==> config.mk <==
export PLATFORM = sky130hd
export DESIGN_NAME = vend_ctrl
export DESIGN_NICKNAME = d
export VERILOG_FILES = /design/src/rtl/vend_pkg.sv /design/src/rtl/edge_det.sv /design/src/rtl/vend_ctrl.sv
export SDC_FILE = /design/constraint.sdc
export NUM_CORES = 1
export LEC_CHECK = 0
export ABC_AREA = 1
export BUFFER_PORTS_ARGS = -buffer_cell sky130_fd_sc_hd__buf_4
export CAP_MARGIN = 20
export CORE_ASPECT_RATIO = 0.5
export CORE_UTILIZATION = 35
export CTS_CLUSTER_DIAMETER = 120
export DETAILED_ROUTE_END_ITERATION = 8
export PLACE_DENSITY = 0.61
export SLEW_MARGIN = 20
export SYNTH_ARGS = -nofsm -noshare
export SYNTH_HDL_FRONTEND = slang
export SYNTH_SLANG_ARGS = --single-unit
==> constraint.sdc <==
create_clock -name clk -period 3.35 [get_ports clk]
set_clock_uncertainty 0.15 [all_clocks]
set_input_delay 0.335 -clock clk [delete_from_list [all_inputs] [get_ports clk]]
set_output_delay 0.335 -clock clk [all_outputs]
set_load 0.02 [all_outputs]
==> src/rtl/vend_pkg.sv <==
// Shared types and constants for the vending controller: FSM states, prices and coin values.
package vend_pkg;

  typedef enum logic [1:0] {
    IDLE,
    VEND,
    RETURN
  } state_t;

  localparam int PRICE2    = 2;
  localparam int PRICE6    = 6;
  localparam int COIN1_VAL = 1;
  localparam int COIN5_VAL = 5;

endpackage

==> src/rtl/edge_det.sv <==
// Single-bit rising-edge detector; the history bit clears on reset so a level
// already high when reset releases is reported as an edge.
module edge_det (
  input  logic clk,
  input  logic rst,
  input  logic level,
  output logic rise
);

  logic prev;

  always_ff @(posedge clk or posedge rst) begin
    if (rst) begin
      prev <= 1'b0;
    end else begin
      prev <= level;
    end
  end

  assign rise = level & ~prev;

endmodule

==> src/rtl/vend_ctrl.sv <==
// Vending controller: tracks coin credit, dispenses 2/6-unit items on request
// edges and refunds credit as a train of 1-unit coin pulses.
module vend_ctrl
  import vend_pkg::*;
#(
  parameter int CREDIT_W   = 5,
  parameter int MAX_CREDIT = 20
) (
  input  logic                clk,
  input  logic                rst,
  input  logic                coin1,
  input  logic                coin5,
  input  logic                get2,
  input  logic                get6,
  input  logic                backAll,
  output logic [CREDIT_W-1:0] credit,
  output logic                out2,
  output logic                out6,
  output logic                coin_out,
  output logic                coin_rej,
  output logic                err_short,
  output logic                busy
);

  localparam int SW = CREDIT_W + 1;
  typedef logic [SW-1:0] wide_t;

  // One spare bit so credit + coin cannot wrap before the ceiling test.
  function automatic logic within_ceiling(input wide_t v);
    return v <= wide_t'(MAX_CREDIT);
  endfunction

  logic rise2, rise6, rise_b;

  edge_det u_edge_get2 (.clk(clk), .rst(rst), .level(get2),    .rise(rise2));
  edge_det u_edge_get6 (.clk(clk), .rst(rst), .level(get6),    .rise(rise6));
  edge_det u_edge_back (.clk(clk), .rst(rst), .level(backAll), .rise(rise_b));

  state_t              state, state_nxt;
  logic                phase, phase_nxt;
  logic [CREDIT_W-1:0] credit_nxt;
  logic                out2_nxt, out6_nxt, coin_out_nxt, coin_rej_nxt, err_short_nxt, busy_nxt;
  wide_t               coin_val, base;

  always_comb begin
    state_nxt     = state;
    phase_nxt     = phase;
    credit_nxt    = credit;
    out2_nxt      = 1'b0;
    out6_nxt      = 1'b0;
    coin_out_nxt  = 1'b0;
    coin_rej_nxt  = 1'b0;
    err_short_nxt = 1'b0;
    coin_val      = '0;
    base          = {1'b0, credit};

    if (coin1) coin_val = coin_val + wide_t'(COIN1_VAL);
    if (coin5) coin_val = coin_val + wide_t'(COIN5_VAL);

    case (state)
      IDLE: begin
        // backAll wins; a coinciding purchase edge is dropped.
        if (!rise_b) begin
          if (rise6) begin
            if (credit >= CREDIT_W'(PRICE6)) begin
              base      = base - wide_t'(PRICE6);
              state_nxt = VEND;
              out6_nxt  = 1'b1;
            end else begin
              err_short_nxt = 1'b1;
            end
          end else if (rise2) begin
            if (credit >= CREDIT_W'(PRICE2)) begin
              base      = base - wide_t'(PRICE2);
              state_nxt = VEND;
              out2_nxt  = 1'b1;
            end else begin
              err_short_nxt = 1'b1;
            end
          end
        end
      end
      VEND: begin
        state_nxt = IDLE;
      end
      RETURN: begin
        if (coin_val != '0) coin_rej_nxt = 1'b1;
        // phase high marks the gap cycle that follows each refund pulse.
        if (phase) begin
          phase_nxt = 1'b0;
        end else if (credit == '0) begin
          state_nxt = IDLE;
        end else begin
          coin_out_nxt = 1'b1;
          credit_nxt   = credit - CREDIT_W'(1);
          phase_nxt    = 1'b1;
        end
      end
      default: begin
        state_nxt = IDLE;
      end
    endcase

    if (state != RETURN) begin
      if (coin_val != '0) begin
        if (within_ceiling(base + coin_val)) begin
          base = base + coin_val;
        end else begin
          coin_rej_nxt = 1'b1;
        end
      end
      // The first refund pulse is issued on entry, so the decrement happens here.
      if (state == IDLE && rise_b && credit != '0) begin
        state_nxt    = RETURN;
        coin_out_nxt = 1'b1;
        phase_nxt    = 1'b1;
        base         = base - wide_t'(1);
      end
      credit_nxt = base[CREDIT_W-1:0];
    end

    busy_nxt = (state_nxt != IDLE);
  end

  always_ff @(posedge clk or posedge rst) begin
    if (rst) begin
      state     <= IDLE;
      phase     <= 1'b0;
      credit    <= '0;
      out2      <= 1'b0;
      out6      <= 1'b0;
      coin_out  <= 1'b0;
      coin_rej  <= 1'b0;
      err_short <= 1'b0;
      busy      <= 1'b0;
    end else begin
      state     <= state_nxt;
      phase     <= phase_nxt;
      credit    <= credit_nxt;
      out2      <= out2_nxt;
      out6      <= out6_nxt;
      coin_out  <= coin_out_nxt;
      coin_rej  <= coin_rej_nxt;
      err_short <= err_short_nxt;
      busy      <= busy_nxt;
    end
  end

endmodule

==> results of run 1 <==
## logic make-up (layout without fill, tap and decap cells)
family | Yosys count | count (layout) | synth area share, %
adders and majority gates | 13 | 13 | 10.9
DFF | 17 | 17 | 27.3
xor gates and xnor gates | 2 | 2 | 1.12
buffers and inverters | 39 | 102 | 9.39
AOI/OAI and AO/OA | 34 | 34 | 11.8
and+or+nand+nor | 112 | 112 | 39.5
## synthesized netlist by cell type (2+ instances only)
master	count	area, sq um
inv_2	3	11.3
a21oi_1	9	45.0
nand3_1	14	70.1
o21ai_1	4	20.0
o21ai_0	16	80.1
nand2_1	41	154
nand4_1	5	31.3
ha_1	12	150
nand3_4	2	35.0
nand3_2	7	70.1
dfrtp_1	17	425
inv_1	35	131
nor2_4	3	33.8
nand2_2	9	56.3
nand3b_1	2	15.0
nor2_1	19	71.3
nor2_2	6	37.5
nand2_4	2	22.5
## per-layer routing
layer	part of all wire [%]	global-route usage, %	wire, microns
met3	3.9	2.34	172
met4	0.57	4.41	25
met2	44	27.5	1960
met5	0	0	0
met1	51	29.8	2260
## repair_timing
| item | CTS | global route |
|---|---|---|
| pin swaps | 10 | 27 |
| buffers inserted | 6 | 5 |
| gates resized for setup | 10 | 35 |
| endpoints found under the setup margin | 4 | 5 |
| gates cloned | 0 | 0 |
## state kept, by name, summed over array words and instances, names as in the netlist
register and count:
busy 1, coin_out 1, coin_rej 1, credit 5, err_short 1, out2 1, out6 1, phase 1
state 2, u_edge_back.prev 1, u_edge_get2.prev 1, u_edge_get6.prev 1
## metrics by stage
stage,TNS (ns),worst slack [ns],util (%)
after global routing,-0.731,-0.239,56.7
after global placement,-0.245,-0.115,49.3
after floorplan,0,0.00544,-
after detailed placement,-0.758,-0.267,49.3
after CTS,0,0.000212,52.5
final,0,0.0119,56.7
## worst paths after layout
path,end,slack [ns],depth (start not counted)
hold / removal,u_edge_back.prev$_DFF_PP0_,0.02,2
hold reg to reg,phase$_DFF_PP0_,0.40,2
setup reg to reg,credit[4]$_DFFE_PP0P_,0.01,26
max in group asynchronous,credit[2]$_DFFE_PP0P_,2.56,2
min in group clk,u_edge_back.prev$_DFF_PP0_,0.04,1
setup / recovery,credit[4]$_DFFE_PP0P_,0.01,26
## worst register-to-register path, cell delays in order, from the launching register on
cell and delay [ns]:
dfrtp_2 0.48, ha_4 0.19, nand3_4 0.09, buf_6 0.13
nand2_4 0.08, nand2_4 0.05, nor2_4 0.16, a21oi_4 0.09
ha_4 0.30, nand3_2 0.07, nand2_2 0.11, nand2_2 0.07
inv_2 0.04, nand3b_1 0.08, nand2_2 0.15, nand3_4 0.10
nand2_2 0.08, nand2_2 0.05, inv_2 0.08, ha_4 0.13
inv_2 0.04, nor2_2 0.11, nand2_2 0.08, o21ai_1 0.13
nand3_1 0.08, nand2_1 0.07, inv_1 0.03
## final cells by class
class,instances,area share [%]
well taps,54,2.92
multi-input cells,161,50.8
inverters,39,6.54
flip-flops and latches,17,18.6
clock buffers,3,1.78
repair buffers,59,19.1
clock inverters,1,0.216
==> run metrics, run 1 <==
status=completed; finished layout cell area=0.00231 sq mm; initial DRC count=63; Hold Buf Count CTS=0; cell count after placement=319; Fmax achieved=300 MHz; CP Class=flop to flop; Tcrit/Tclk final=99.6%; DRC errors left=0; Data required, critical path=3.36 ns; Syn Area/Cell=7.18 sq um; RR Startpoint=credit[2]$_DFFE_PP0P_; GR Overflow Total=0; antenna viol nets, final=0; most common cell after layout, fill and taps aside=buf_4; Worst path most repeated cell=nand2_2; fillcell total=394; area occupied by registers=432 sq um; CTS root buf=clkbuf_8; final wirelength=4.42 mm; DRT Pass-1 Iters=4; syn nets=237; Synth cell types=29; Worst-Margin Slew=0.665 ns; critical path startpoint=credit[2]$_DFFE_PP0P_; core area=0.00408 sq mm; critical path endpoint category=flop; CTS Buffer Depth=2; slowest cell on the critical path=dfrtp_2; minimum clock period=3.34 ns; synthesis-stage register bit count=17; RSZ-0062 raised after global routing=true; # IOs=18; Rows=16; top_reg_cell synth=dfrtp_1; CTS tree=built; delay-heaviest family, CP=simple AND/OR/NAND/NOR gates; largest net degree at the start of global routing=18; Placed Area=0.00201 sq mm; sequential cell area fraction in the yosys report=27.3%; final setup fails=0; global-route wire length before repair=6.82 mm; Clock Sinks=17; Final Hold Fails=0; CP Buf/Inv Count=5; vias in the first global route=1414; slowest stage delay, CP=0.48 ns; Post-synth ARST share=100%; diode count=0; fin. max-slew vios=0; Post-Syn Instances=217; number of synthesized flops with an enable pin=0; commonest non-fill, non-tap cells in the layout=57 x buf_4, 32 x nand2_1, 29 x inv_1; Routability Congestion=0.890; Die X-Extent=96.4 microns; All-Layer GR Usage=19.1%; Vias/cell=4.76; H-tree lvl count=1; cell area after synthesis=0.00156 sq mm; Final Non-Filler Cells=334; clock insertion delay at the later pin of the skew report=0.26 ns; cts bufs inserted=3; clk slew on worst S/H paths=0.07 ns; crit path DAT=3.35 ns; initial core utilization=38.2%; final hold slack=0.0200 ns; area grow syn2layout=48.5%; DP Wirelength=3.39 mm; initial antenna violation count=0; relative slew slack=55.6%; synth warn=0; max cap viols=0; critical path peak fanout=6; worst hold path type=input pin to async pin; CP startpoint kind=flop; multi-input logic area=0.00117 sq mm; die height=49.2 microns; via count=1591; die outline area=0.00474 sq mm; share of post-route cells with drive strength above 1=48.6%; WL per Instance=13.2 microns; fin nets=301; # port buffers=17
Power of run 1 is not shown: default switching activity piles up to over one toggle a cycle in this logic, so the estimate is an artifact.
==> run 2: changes to the inputs <==
--- a/config.mk
+++ b/config.mk
@@ -12,7 +12,8 @@
 export CORE_UTILIZATION = 35
 export CTS_CLUSTER_DIAMETER = 120
 export DETAILED_ROUTE_END_ITERATION = 8
-export PLACE_DENSITY = 0.61
+export PLACE_DENSITY_LB_ADDON = 0.1
+export SETUP_SLACK_MARGIN = 0.02
 export SLEW_MARGIN = 20
 export SYNTH_ARGS = -nofsm -noshare
 export SYNTH_HDL_FRONTEND = slang
==> constraint.sdc (replaced) <==
create_clock -name clk -period 3.45 [get_ports clk]
set_clock_uncertainty 0.15 [all_clocks]
set_input_delay 0.345 -clock clk [delete_from_list [all_inputs] [get_ports clk]]
set_output_delay 0.345 -clock clk [all_outputs]
set_load 0.02 [all_outputs]
==> run metrics, run 2 (synthesis results as in run 1) <==
status=completed; All-Layer GR Usage=18.5% (-0.61 points); Pleak=0.00118 uW; maximum vdd drop=0.512 mV; area grow syn2layout=49.3%; initial antenna violation count=0 (unchanged); CP Buf/Inv Count=6 (+1); Most Crowded Layer GR=met1; M1 GR Usage=27.9% (-1.9 points); power per cell area=1170 mW/mm^2; fin nets=302 (+0.33%); CTS tree=built; die outline area=0.00474 sq mm (unchanged); Tot Pwr=2710 uW; slowest cell on the critical path=fa_2; Worst-Margin Slew=0.706 ns (+0.0416 ns); clk slew on worst S/H paths=0.07 ns (about the same); share of post-route cells with drive strength above 1=49.1% (+0.54 points); initial core utilization=38.2% (unchanged); DP Wirelength=3.36 mm (-0.83%); Clock Sinks=17 (unchanged); antenna viol nets, final=0 (unchanged); CP startpoint kind=flop; CTS root buf=clkbuf_8; Clock Power Share=5.6%; Vias/cell=4.79 (+0.52%); slowest stage delay, CP=0.51 ns (+0.03 ns); max cap viols=0 (unchanged); core area=0.00408 sq mm (unchanged); worst reg2reg endpoint=credit[4]$_DFFE_PP0P_; WL per Instance=12.7 microns (-3.7%); critical path endpoint category=flop; minimum clock period=3.38 ns (+0.0388 ns); DRT Pass-1 Iters=4 (unchanged); area occupied by registers=429 sq um (-0.58%); Die X-Extent=96.4 microns (unchanged); RR Startpoint=credit[0]$_DFFE_PP0P_; most flop-heavy register=credit; die height=49.2 microns (unchanged); delay-heaviest family, CP=simple AND/OR/NAND/NOR gates; max FFs per register=5 (unchanged); # port buffers=17 (unchanged); Sw Ratio=50.2%; Final Hold Fails=0 (unchanged); worst hold path type=input pin to async pin; RSZ-0062 raised after global routing=true; diode count=0 (unchanged); global-route wire length before repair=6.56 mm (-3.9%); via count=1604 (+0.82%); Rows=16 (unchanged); Tcrit/Tclk final=97.9% (-1.8 points); final wirelength=4.27 mm (-3.4%); cts bufs inserted=3 (unchanged); R2R depth=25 (-3.8%); most common cell after layout, fill and taps aside=buf_4; DRC errors left=0 (unchanged); relative slew slack=52.9% (-2.8 points); Comb pwr share=81.6%; # IOs=18 (unchanged); fin. max-slew vios=0 (unchanged); Psw=1360 uW; fin util=57.0% (+0.31 points); initial DRC count=61 (-3.2%); fillcell total=368 (-6.6%); commonest non-fill, non-tap cells in the layout=57 x buf_4, 35 x nand2_1, 29 x inv_1; Routability Congestion=0.849 (-4.6%); internal power=1350 uW; crit path DAT=3.38 ns (+0.03 ns); Fmax achieved=296 MHz (-1.1%); Flop pwr share=12.8%; H-tree lvl count=1 (unchanged); Top Registers=credit: 5 flops, state: 2 flops; Worst R2R Setup Slack=0.07 ns (+0.06 ns); Setup TNS=0 ns (unchanged); CP Class=flop to flop; critical path peak fanout=5 (-1); clock insertion delay at the later pin of the skew report=0.25 ns (about the same); vias in the first global route=1438 (+1.7%); GR Overflow Total=0 (unchanged); CTS Buffer Depth=2 (unchanged); largest net degree at the start of global routing=18 (unchanged); final setup fails=0 (unchanged); multi-input logic area=0.00118 sq mm (+0.11%); met2 track demand over resource=27.4% (-0.12 points); met3 Track Usage GR=4.52% (+2.2 points); Data required, critical path=3.45 ns (+0.09 ns)
==> run 2: area by class of cell <==
cell class              instances  area share (%)
multi-input cells             161            50.5
clock buffers                   3            1.77
clock inverters                 1           0.215
flip-flops and latches         17            18.4
repair buffers                 60            19.8
inverters                      39            6.29
well taps                      54            2.90
==> run 2: power groups by stage <==
stage / combinational, uW / sequential (uW) / clock [uW]
after detailed placement: 1860 / 342 / 0
after CTS: 1940 / 337 / 155
after global placement: 1850 / 340 / 0
after global routing: 2450 / 357 / 164
final: 2210 / 346 / 152
after floorplan: 1080 / 415 / 0
==> run 2: routing by layer <==
| layer | up-vias | wire length, microns |
|---|---|---|
| li1 | 827 | - |
| met1 | 730 | 2140 |
| met2 | 45 | 1820 |
| met3 | 2 | 291 |
| met4 | 0 | 14 |
| met5 | - | 0 |
==> run 2: what timing repair did <==
action / CTS / global route
setup endpoints to repair: 3 / 4
resized for setup: 10 / 38
hold buffers: 0 / 0
hold endpoints to repair: 0 / 0
setup buffers: 3 / 3
pin swaps: 4 / 17
==> run 2: how the worst max path moves through the flow <==
| stage | startpoint | end | slack [ns] | depth (start not counted) |
|---|---|---|---|---|
| finish | credit[0]$_DFFE_PP0P_ | credit[4]$_DFFE_PP0P_ | 0.07 | 25 |
| detailed placement | credit[2]$_DFFE_PP0P_ | credit[4]$_DFFE_PP0P_ | -0.18 | 23 |
| CTS | credit[1]$_DFFE_PP0P_ | credit[4]$_DFFE_PP0P_ | 0.03 | 27 |
| global placement | credit[2]$_DFFE_PP0P_ | credit[4]$_DFFE_PP0P_ | -0.07 | 23 |
| floorplan | credit[2]$_DFFE_PP0P_ | credit[4]$_DFFE_PP0P_ | 0.02 | 23 |
| global route | credit[2]$_DFFE_PP0P_ | credit[4]$_DFFE_PP0P_ | -0.13 | 26 |
==> run 2: per-stage QoR <==
stage,hold slack (ns),cells,cell area (sq um),worst slack (ns)
2_1_floorplan,0.121,217,1570,0.0241
3_3_place_gp,0.314,326,2050,-0.0705
3_5_place_dp,0.317,326,2050,-0.181
4_1_cts,0.0534,333,2160,0.0284
5_1_grt,0.0484,335,2330,-0.130
6_report,0.0550,335,2330,0.0730
No activity file was read; power rests on OpenSTA's default activity.
==> run 3: changes to the inputs <==
--- a/config.mk
+++ b/config.mk
@@ -9,6 +9,7 @@
 export BUFFER_PORTS_ARGS = -buffer_cell sky130_fd_sc_hd__buf_4
 export CAP_MARGIN = 20
 export CORE_ASPECT_RATIO = 0.5
+export CORE_MARGIN = 5
 export CORE_UTILIZATION = 35
 export CTS_CLUSTER_DIAMETER = 120
 export DETAILED_ROUTE_END_ITERATION = 8
==> run metrics, run 3 (synthesis results as in run 1) <==
fin. max-slew vios=0 (unchanged); Rows=17 (+1); delay-heaviest family, CP=simple AND/OR/NAND/NOR gates; GR Overflow Total=0 (unchanged); WL per Instance=13.0 microns (+2.1%); CP Class=flop to flop; Tcrit/Tclk final=96.1% (-1.8 points); RSZ-0062 raised after global routing=true; fin util=55.3% (-1.7 points); fin nets=312 (+3.3%); area grow syn2layout=54.7%; clk slew on worst S/H paths=0.07 ns (about the same); Comb pwr share=81.8% (+0.2 points); critical path peak fanout=5 (unchanged); fillcell total=417 (+13%); Clock Power Share=5.5% (about the same); critical path endpoint category=flop; max FFs per register=5 (unchanged); Data required, critical path=3.46 ns (about the same); CTS root buf=clkbuf_8; diode count=0 (unchanged); cts bufs inserted=3 (unchanged); initial DRC count=56 (-8.2%); Routability Congestion=0.891 (+5.0%); initial antenna violation count=0 (unchanged); Top Registers=credit: 5 flops, state: 2 flops; core area=0.00436 sq mm (+6.8%); initial core utilization=35.8% (-2.4 points); Worst-Margin Slew=0.687 ns (-0.0194 ns); worst hold path type=input pin to async pin; slowest cell on the critical path=dfrtp_2; clock insertion delay at the later pin of the skew report=0.26 ns (about the same); crit-path cells=ha_4, inv_1, nand2_2, o21ai_4, a21oi_2, nand2_1, o21ai_4, fa_2, xor2_1, o21ai_2, nand3_2, nand3_4, nand4_1, nand2_2, inv_2, ha_4, inv_2, nor2_2, nand2_2, o21ai_1, nand3_1, nand2_1, inv_1; worst setup margin=0.135 ns (+0.0622 ns); via count=1624 (+1.2%); Setup TNS=0 ns (unchanged); CTS Buffer Depth=2 (unchanged); antenna viol nets, final=0 (unchanged); CTS tree=built; share of post-route cells with drive strength above 1=50.2% (+1.1 points); multi-input logic area=0.00117 sq mm (-0.43%); All-Layer GR Usage=14.5% (-4.0 points); final wirelength=4.53 mm (+6.1%); Die X-Extent=104 microns (+8.3%); Sw Ratio=49.6% (-0.56 points); status=completed; Pleak=0.00123 uW (+4.4%); Worst path most repeated cell=nand2_2; largest net degree at the start of global routing=18 (unchanged); minimum clock period=3.31 ns (-0.0622 ns); DRT Pass-1 Iters=4 (unchanged); maximum vdd drop=0.557 mV (+8.8%); DP Wirelength=3.51 mm (+4.6%); global-route wire length before repair=7.11 mm (+8.4%); CP startpoint kind=flop; CP Buf/Inv Count=4 (-2); Clock Sinks=17 (unchanged); slowest stage delay, CP=0.48 ns (-0.03 ns); die outline area=0.00597 sq mm (+26%); Psw=1390 uW (+2.4%); H-tree lvl count=1 (unchanged); power per cell area=1160 mW/mm^2 (about the same); max cap viols=0 (unchanged); # port buffers=17 (unchanged); internal power=1420 uW (+4.7%); die height=57.2 microns (+16%); Flop pwr share=12.7% (about the same); commonest non-fill, non-tap cells in the layout=67 x buf_4, 34 x nand2_1, 30 x inv_1; pre-CTS setup slack=-0.116 ns (+0.0656 ns); relative slew slack=54.2% (+1.3 points); area occupied by registers=430 sq um (+0.29%); most flop-heavy register=credit; final setup fails=0 (unchanged); crit path DAT=3.32 ns (-0.06 ns); # IOs=18 (unchanged); vias in the first global route=1542 (+7.2%); Fmax achieved=302 MHz (+1.9%); Final Hold Fails=0 (unchanged); most common cell after layout, fill and taps aside=buf_4; Vias/cell=4.67 (-2.5%); DRC errors left=0 (unchanged)
## run 3: power groups by stage
| stage | logic (uW) | clock network (uW) | registers [uW] |
|---|---|---|---|
| after floorplan | 1080 | 0 | 415 |
| after global placement | 1870 | 0 | 341 |
| after detailed placement | 1870 | 0 | 345 |
| after CTS | 1930 | 160 | 341 |
| after global routing | 2530 | 170 | 367 |
| final | 2300 | 155 | 357 |
## run 3: cell type report
class	count	area share, %
timing repair buffer	70	22.3
tap	57	2.96
clock inverter	1	0.207
multi-input combinational	161	48.5
sequential	17	17.8
inverter	39	6.48
clock buffer	3	1.71
## run 3: final timing paths
path                                  startpoint  cells after the start                    endpoint  slack [ns]
setup / recovery           credit[1]$_DFFE_PP0P_                     23       credit[4]$_DFFE_PP0P_        0.14
hold / removal                               rst                      2  u_edge_back.prev$_DFF_PP0_        0.04
setup reg to reg           credit[1]$_DFFE_PP0P_                     23       credit[4]$_DFFE_PP0P_        0.14
hold reg to reg                  phase$_DFF_PP0_                      2             phase$_DFF_PP0_        0.40
max in group asynchronous                    rst                      2       credit[3]$_DFFE_PP0P_        2.63
min in group clk                         backAll                      1  u_edge_back.prev$_DFF_PP0_        0.05
## run 3: per-stage QoR
| stage | instance area, sq um | total power (uW) | hold slack, ns | instances |
|---|---|---|---|---|
| final | 2410 | 2810 | 0.0417 | 348 |
| after global routing | 2410 | 3070 | 0.0358 | 348 |
| after CTS | 2160 | 2430 | 0.0418 | 338 |
| after detailed placement | 2070 | 2220 | 0.316 | 332 |
| after global placement | 2070 | 2210 | 0.314 | 332 |
| after floorplan | 1570 | 1490 | 0.121 | 217 |
## run 3: repair_timing
item	4_1_cts	5_1_grt
hold buffers	0	0
setup endpoints to repair	3	5
pin swaps	2	24
gates resized for setup	5	48
buffers inserted	2	11
## run 3: layer usage
metal	part of all wire (%)	vias up	global-route usage, %	wire [microns]
met5	0	-	0	0
met4	0.68	0	2.21	31
met3	3.3	5	3.16	151
met2	46	19	22.9	2070
met1	50	755	20.8	2280
li1	-	845	-	-
## run 3: worst register-to-register path: cells and delay by family, from the launching register on
kind                       cells  cell delay, ns
and+or+nand+nor               10            0.90
adders and majority gates      3            0.67
xor gates and xnor gates       1            0.23
buffers and inverters          4            0.19
AOI/OAI and AO/OA              5            0.60
DFF                            1            0.48
